`src/rtl/uart_digit_rx.sv`:
```
// uart_digit_rx: 8N1 UART receiver with ASCII digit decode; define UART_RX_PARITY_EN for 8E1 with parity check
module uart_digit_rx #(
  parameter int CLK_HZ = 12000000,
  parameter int BAUD   = 9600
) (
  input  logic       clk,
  input  logic       rst_n,
  input  logic       uart_rx_pin,
  output logic [7:0] rx_byte,
  output logic       rx_byte_valid,
  output logic [3:0] digit,
  output logic       digit_valid,
  output logic       frame_err,
  output logic       parity_err
);
  localparam int CPB = CLK_HZ / BAUD;
  localparam int CW  = $clog2(CPB);
  localparam logic [CW-1:0] HALF_M1 = CW'(CPB / 2 - 1);
  localparam logic [CW-1:0] FULL_M1 = CW'(CPB - 1);
  typedef enum logic [2:0] {
    IDLE, START, DATA,
`ifdef UART_RX_PARITY_EN
    PARITY,
`endif
    STOP, BRK
  } state_t;
  state_t        r_state, w_next;
  logic [1:0]    r_sync;
  logic [CW-1:0] r_cnt;
  logic [2:0]    r_bit;
  logic [7:0]    r_shift;
  logic          w_rx_s, w_tick, w_perr, w_digit;
  assign w_rx_s  = r_sync[1];
  assign w_tick  = r_cnt == ((r_state == START) ? HALF_M1 : FULL_M1);
  assign w_digit = r_shift[7:4] == 4'h3 && r_shift[3:0] <= 4'd9;
  // two-flop synchroniser, idle-high reset so reset never looks like a start bit
  always_ff @(posedge clk or negedge rst_n)
    if (!rst_n) r_sync <= 2'b11;
    else        r_sync <= {r_sync[0], uart_rx_pin};
  // state register
  always_ff @(posedge clk or negedge rst_n)
    if (!rst_n) r_state <= IDLE;
    else        r_state <= w_next;
  // next-state: each bit is sampled at w_tick; BRK waits for the line to go high
  always_comb begin
    w_next = r_state;
    case (r_state)
      IDLE:   w_next = w_rx_s ? IDLE : START;
      START:  w_next = !w_tick ? START : (w_rx_s ? IDLE : DATA);
`ifdef UART_RX_PARITY_EN
      DATA:   w_next = (w_tick && r_bit == 3'd7) ? PARITY : DATA;
      PARITY: w_next = w_tick ? STOP : PARITY;
`else
      DATA:   w_next = (w_tick && r_bit == 3'd7) ? STOP : DATA;
`endif
      STOP:   w_next = !w_tick ? STOP : (w_rx_s ? IDLE : BRK);
      BRK:    w_next = w_rx_s ? IDLE : BRK;
      default: w_next = IDLE;
    endcase
  end
  // baud counter held at zero in IDLE and wrapped at every sample point; LSB-first shift
  always_ff @(posedge clk or negedge rst_n)
    if (!rst_n) begin
      r_cnt   <= '0;
      r_bit   <= '0;
      r_shift <= '0;
    end else begin
      r_cnt <= (r_state == IDLE || w_tick) ? '0 : r_cnt + 1'b1;
      if (r_state == START) r_bit <= '0;
      if (r_state == DATA && w_tick) begin
        r_shift <= {w_rx_s, r_shift[7:1]};
        r_bit   <= r_bit + 1'b1;
      end
    end
`ifdef UART_RX_PARITY_EN
  logic r_perr;
  assign w_perr = r_perr;
  // latch even-parity mismatch for use at the stop bit
  always_ff @(posedge clk or negedge rst_n)
    if (!rst_n)                          r_perr <= 1'b0;
    else if (r_state == PARITY && w_tick) r_perr <= w_rx_s ^ (^r_shift);
`else
  assign w_perr = 1'b0;
`endif
  // registered results: only a frame with a good stop bit and parity updates the byte/digit
  always_ff @(posedge clk or negedge rst_n)
    if (!rst_n) begin
      rx_byte       <= 8'h00;
      rx_byte_valid <= 1'b0;
      digit         <= 4'd1;
      digit_valid   <= 1'b0;
      frame_err     <= 1'b0;
`ifdef UART_RX_PARITY_EN
      parity_err    <= 1'b0;
`endif
    end else begin
      rx_byte_valid <= 1'b0;
      digit_valid   <= 1'b0;
      frame_err     <= 1'b0;
`ifdef UART_RX_PARITY_EN
      parity_err    <= 1'b0;
`endif
      if (r_state == STOP && w_tick) begin
        frame_err <= !w_rx_s;
`ifdef UART_RX_PARITY_EN
        parity_err <= w_rx_s && w_perr;
`endif
        if (w_rx_s && !w_perr) begin
          rx_byte       <= r_shift;
          rx_byte_valid <= 1'b1;
          if (w_digit) begin
            digit       <= r_shift[3:0];
            digit_valid <= 1'b1;
          end
        end
      end
    end
`ifndef UART_RX_PARITY_EN
  assign parity_err = 1'b0;
`endif
endmodule

```
`config.mk`:
```
export PLATFORM = sky130hd
export DESIGN_NAME = uart_digit_rx
export DESIGN_NICKNAME = d
export VERILOG_FILES = /design/src/rtl/uart_digit_rx.sv
export SDC_FILE = /design/constraint.sdc
export NUM_CORES = 1
export LEC_CHECK = 0
export BUFFER_PORTS_ARGS = -buffer_cell sky130_fd_sc_hd__buf_4
export CAP_MARGIN = 25
export CORE_MARGIN = 2
export CORE_UTILIZATION = 55
export DETAILED_ROUTE_END_ITERATION = 16
export GPL_TIMING_DRIVEN = 0
export PLACE_DENSITY = 0.81
export SYNTH_ARGS = -nofsm -noshare
export SYNTH_HDL_FRONTEND = slang
export SYNTH_SLANG_ARGS = --single-unit
```
`constraint.sdc`:
```
create_clock -name clk -period 2.68 [get_ports clk]
set_input_delay 0.536 -clock clk [delete_from_list [all_inputs] [get_ports clk]]
set_output_delay 0.536 -clock clk [all_outputs]
set_load 0.02 [all_outputs]
```
# Yosys cells after proc, flatten, opt, wreduce, memory -nomap -nowiden
# Index checks and enable logic that the tools add are counted.
# Widths: inputs -> output; s select.
dict set report word_totals {
  regBits 42
  out_inout_bits 16
  wordCells 47
  inputBits 3
}
dict set report op_classes {
  reduce_logical 10
  eq_ne 7
  muxes 17
  n_lt_le_gt_ge 1
  addsub 2
}
# op count
set op_table {}
lappend op_table {{$mux 11} 2}
lappend op_table {{$pmux 3 s5} 1}
lappend op_table {{$mux 3} 4}
lappend op_table {{$add 11x1->11 const B} 1}
lappend op_table {{$eq 11x11->1} 1}
lappend op_table {{$mux 1} 8}
lappend op_table {{$eq 3x2->1 const B} 2}
lappend op_table {{$eq 3x3->1 const B} 2}
lappend op_table {{$eq 4x2->1 const B} 1}
lappend op_table {{$le 4x4->1 const B} 1}
lappend op_table {{$logic_and 1x1->1} 4}
lappend op_table {{$mux 2} 2}
lappend op_table {{$add 3x1->3 const B} 1}
lappend op_table {{$eq 3x1->1 const B} 1}
lappend op_table {{$logic_not 3->1} 1}
lappend op_table {{$reduce_and 3->1} 1}
lappend op_table {{$reduce_and 2->1} 1}
lappend op_table {{$reduce_bool 2->1} 1}
lappend op_table {{$logic_not 1->1} 1}
lappend op_table {{$logic_or 1x1->1} 1}

# Longest topological paths before layout
dict set report depth {
  ltp_word 6
  ltp_mapped 6
  mapped_depth_nobuf 5
}

# Least setup slack after synthesis
# OpenSTA, ideal clock, no wires.
dict set report synth_path {
  kind {reg2reg}
  from {reg r_cnt[2]}
  to {reg r_shift[2]}
  setup_slack_ns 0.215
  arrival_time_ns 2.340
  required_ns 2.555
  setup_ns 0.125
  stages_incl_launch_ff 7
  n_path_buf 2
  period_less_slack_ns 2.465
  path_cell_list {dfrtp_1 -> or4_4 -> or4_4 -> buf_6 -> or3_1 -> buf_6 -> mux2_4}
}
dict set report synth_between {
  elab_chain_len 2
}
# element line_no
set synth_lines {}
lappend synth_lines {{start, declared} 29} ;# logic [CW-1:0] r_cnt;
lappend synth_lines {{start signal, assigned} 68} ;# r_cnt <= (r_state == IDLE || w_tick) ? '0 : r_cnt + 1'b1;
lappend synth_lines {{$eq 11x11->1} 34} ;# assign w_tick = r_cnt == ((r_state == START) ? HALF_M1 : FULL_M1);
lappend synth_lines {{$logic_and 1x1->1} 70} ;# if (r_state == DATA && w_tick) begin
lappend synth_lines {{end signal, assigned} 71} ;# r_shift <= {w_rx_s, r_shift[7:1]};
lappend synth_lines {{end, declared} 31} ;# logic [7:0] r_shift;
# Every way passes these cells.
# A chain may end at the register's enable or synchronous reset.

# Worst setup path after layout
dict set report layout_path {
  from {reg r_cnt[1]}
  to {reg r_shift[2]}
}
# The elaborated chain is that of the path after synthesis.

==> results.json <==
{
  "status": "complete, no violations",
  "die_x_um": 61.9,
  "critical_path.max_fanout": 8,
  "clockBufferDepth": 2,
  "wl_per_cell_um": 13.3,
  "grt_pass1_vias": 1125,
  "fin_nets": 178,
  "sw_frac_of_total": 0.210,
  "grtUsageMet1": 0.214,
  "syn-num-nets": 154,
  "met2_usage": 0.316,
  "fin_setup_tns_ps": 0,
  "min_path_type": "input port to asynchronous set/reset pin",
  "syn_avg_cell_area_sq_um": 12.4,
  "area_growth_syn_to_layout_pct": 12.8,
  "drcViolationCount": 0,
  "grtUsageMet3": 0.0393,
  "dr.first_iter.drc_count": 30,
  "synth_area_leaders": "dfrtp_1 53%, mux2_2 9.8%, dfstp_2 4.3%",
  "cts.sinks": 42,
  "finClkSkew_ps": 10.3,
  "cap_violations": 0,
  "crit_buf_inv": 2,
  "clk_latency_ps": 320,
  "syn_area_sq_um": 1840,
  "async_flop_share": 1.00,
  "grt-ovfl-total": 0,
  "power_density_nw_per_um2": 451,
  "crit_path_start_kind": "flip-flop",
  "path_delay_family": "simple AND/OR/NAND/NOR gates",
  "grt_pass1_wl_um": 4940,
  "leakage_uw": 0.00102,
  "top_usage_layer": "met2",
  "max_stage_delay_ps": 570,
  "crit_required_ps": 2890,
  "core-area_sq_um": 3280,
  "preCtsSetupSlack_ps": 145,
  "finalSetupViolations": 0,
  "path_class": "flip-flop to flip-flop",
  "slew_viol_final": 0,
  "dp_hpwl_um": 2110,
  "cts_hold_buf": 0,
  "synth.distinct_cells": 35,
  "hold_viol": 0,
  "finalWirelength_um": 2910,
  "antenna_found_initial": 0,
  "fin_cells": 219,
  "grt_max_degree": 43,
  "cts_resized": 0,
  "syn-instance-count": 148,
  "max_freq_mhz": 393,
  "arrival_ps": 2760,
  "cts_setup_buffers": 0,
  "start_util": 0.561,
  "antenna_cells": 0,
  "drive_above_1_share": 0.335,
  "placed_cells": 211,
  "synth_edf_count": 0,
  "root_buffer": "clkbuf_4",
  "synthFlopType": "dfrtp_1",
  "seqPwrFrac": 0.681,
  "synth-seq-cells": 42,
  "die_h_um": 61.9,
  "p_clk_frac": 0.302,
  "viasPerCell": 5.35,
  "worstPathCellList": "or4_4 -> or4_4 -> buf_6 -> or3_1 -> buf_6 -> mux2_4",
  "cp_slowest_cell": "or4_4",
  "end_kind": "flip-flop",
  "vias": 1171,
  "min_period_over_period": 0.950,
  "period_needed_ps": 2550,
  "dieArea_sq_um": 3830,
  "clkTransAtPathRegs_ps": 120,
  "synth.largest_area_cell": "dfrtp_1",
  "holdWs_ps": 167,
  "rows": 21,
  "gp_congestion": 0.865,
  "ios": 19,
  "rsz0062_at_grt": "no",
  "antenna_left": 0,
  "setup_ws_ps": 133,
  "power_switching_uw": 197,
  "utilization": 0.633,
  "cts_tree": "yes",
  "synth-seq-area-share": 0.573,
  "internal_power_uw": 740,
  "grt_use_total": 0.178,
  "ir_worst_vdd_uv": 281,
  "dr.pass1.iters": 4,
  "synth_top_area_frac": 0.530,
  "combPwrFrac": 0.017,
  "numCtsBuffers": 5,
  "portBuffers": 17,
  "htreeDepth": 2,
  "synth_warnings": 0
}
## worst paths after layout
check,end,slack [ps],start,cells past startpoint
max in group asynchronous,r_sync[1],2140,rst_n,1
min in group clk,r_sync[0],320,uart_rx_pin,1
hold / removal,rx_byte[0],170,rst_n,1
setup reg to reg,r_shift[2],130,r_cnt[1],6
setup / recovery,r_shift[2],130,r_cnt[1],6
hold reg to reg,r_sync[1],360,r_sync[0],0
## through the flow
step	cell area [sq um]	total power, uW
global route	2080	989
finish	2080	936
floorplan	1840	652
detailed placement	2030	667
CTS	2080	951
global placement	2030	667
## metal layers
metal | vias up | share of wire
met1 | 579 | 0.43
met3 | 4 | 0.029
met5 | - | 0
met4 | 0 | 0.0086
met2 | 25 | 0.53
li1 | 563 | -
## placed cells by master, fill, tap and decap left out, drive strengths merged, types with 2 or more instances in the layout
master  synthesis  routed
a21oi           2       2
buf             3      20
clkbuf          1       7
clkinv          0       2
dfrtp          39      39
dfstp           3       3
ha              3       3
inv             5       5
mux2           20      20
mux2i           3       3
nand2           8       8
nand3           5       5
nand4           3       3
nor2           18      18
nor2b           2       2
nor3            6       6
o21ai           3       3
or2             2       2
or4             2       2
xnor2           4       4
xor2            5       5
## state kept, by name, indices dropped and copies added, names as in the netlist
signal and cells:
r_state 3, digit_valid 1, frame_err 1, r_shift 8
rx_byte 8, r_cnt 11, r_bit 3, digit 4
r_sync 2, rx_byte_valid 1
## area by class of cell
class / instances / area (sq um)
fill: 254 / 1210
sequential: 42 / 1050
multi-input combinational: 97 / 734
timing repair buffer: 17 / 128
tap: 46 / 57.6
clock buffer: 6 / 41.3
buffer: 4 / 33.8
inverter: 5 / 18.8
clock inverter: 2 / 10.0
## cells by family (layout without fill, tap and decap cells)
logic type	Yosys count	after routing	share of synthesized area
DFF	42	42	0.573
buffers and inverters	9	34	0.0285
and+or+nand+nor	53	53	0.158
xor gates and xnor gates	9	9	0.0428
other	1	1	0.00204
muxes	23	23	0.147
adders and majority gates	3	3	0.0204
AOI/OAI and AO/OA	8	8	0.0292
## worst register-to-register path: cells and delay by family, from the launching register on
family | cells | cell delay [ps]
muxes | 1 | 290
buffers and inverters | 2 | 310
DFF | 1 | 440
and+or+nand+nor | 3 | 1410
## synth_stat cells, types with 2 or more instances
master and instances:
xor2_1 5, o21ai_0 3, inv_1 5, nand2_1 8, nand3_1 5, dfstp_2 3
nor3_1 4, a21oi_1 2, xnor2_1 4, nor3_2 2, mux2_2 16, nor2_1 17
ha_1 3, dfrtp_1 39, or2_2 2, mux2_4 4, mux2i_1 3, or4_4 2
buf_6 2, nand4_1 3, nor2b_1 2
## power groups by stage
stage	sequential, uW	clock (uW)	combinational (uW)
after floorplan	649	0	2.89
after global placement	650	0	16.9
after detailed placement	650	0	17.3
after CTS	638	296	17.2
after global routing	638	331	19.8
final	638	283	16.2
Power figures use the tool's default switching activity.
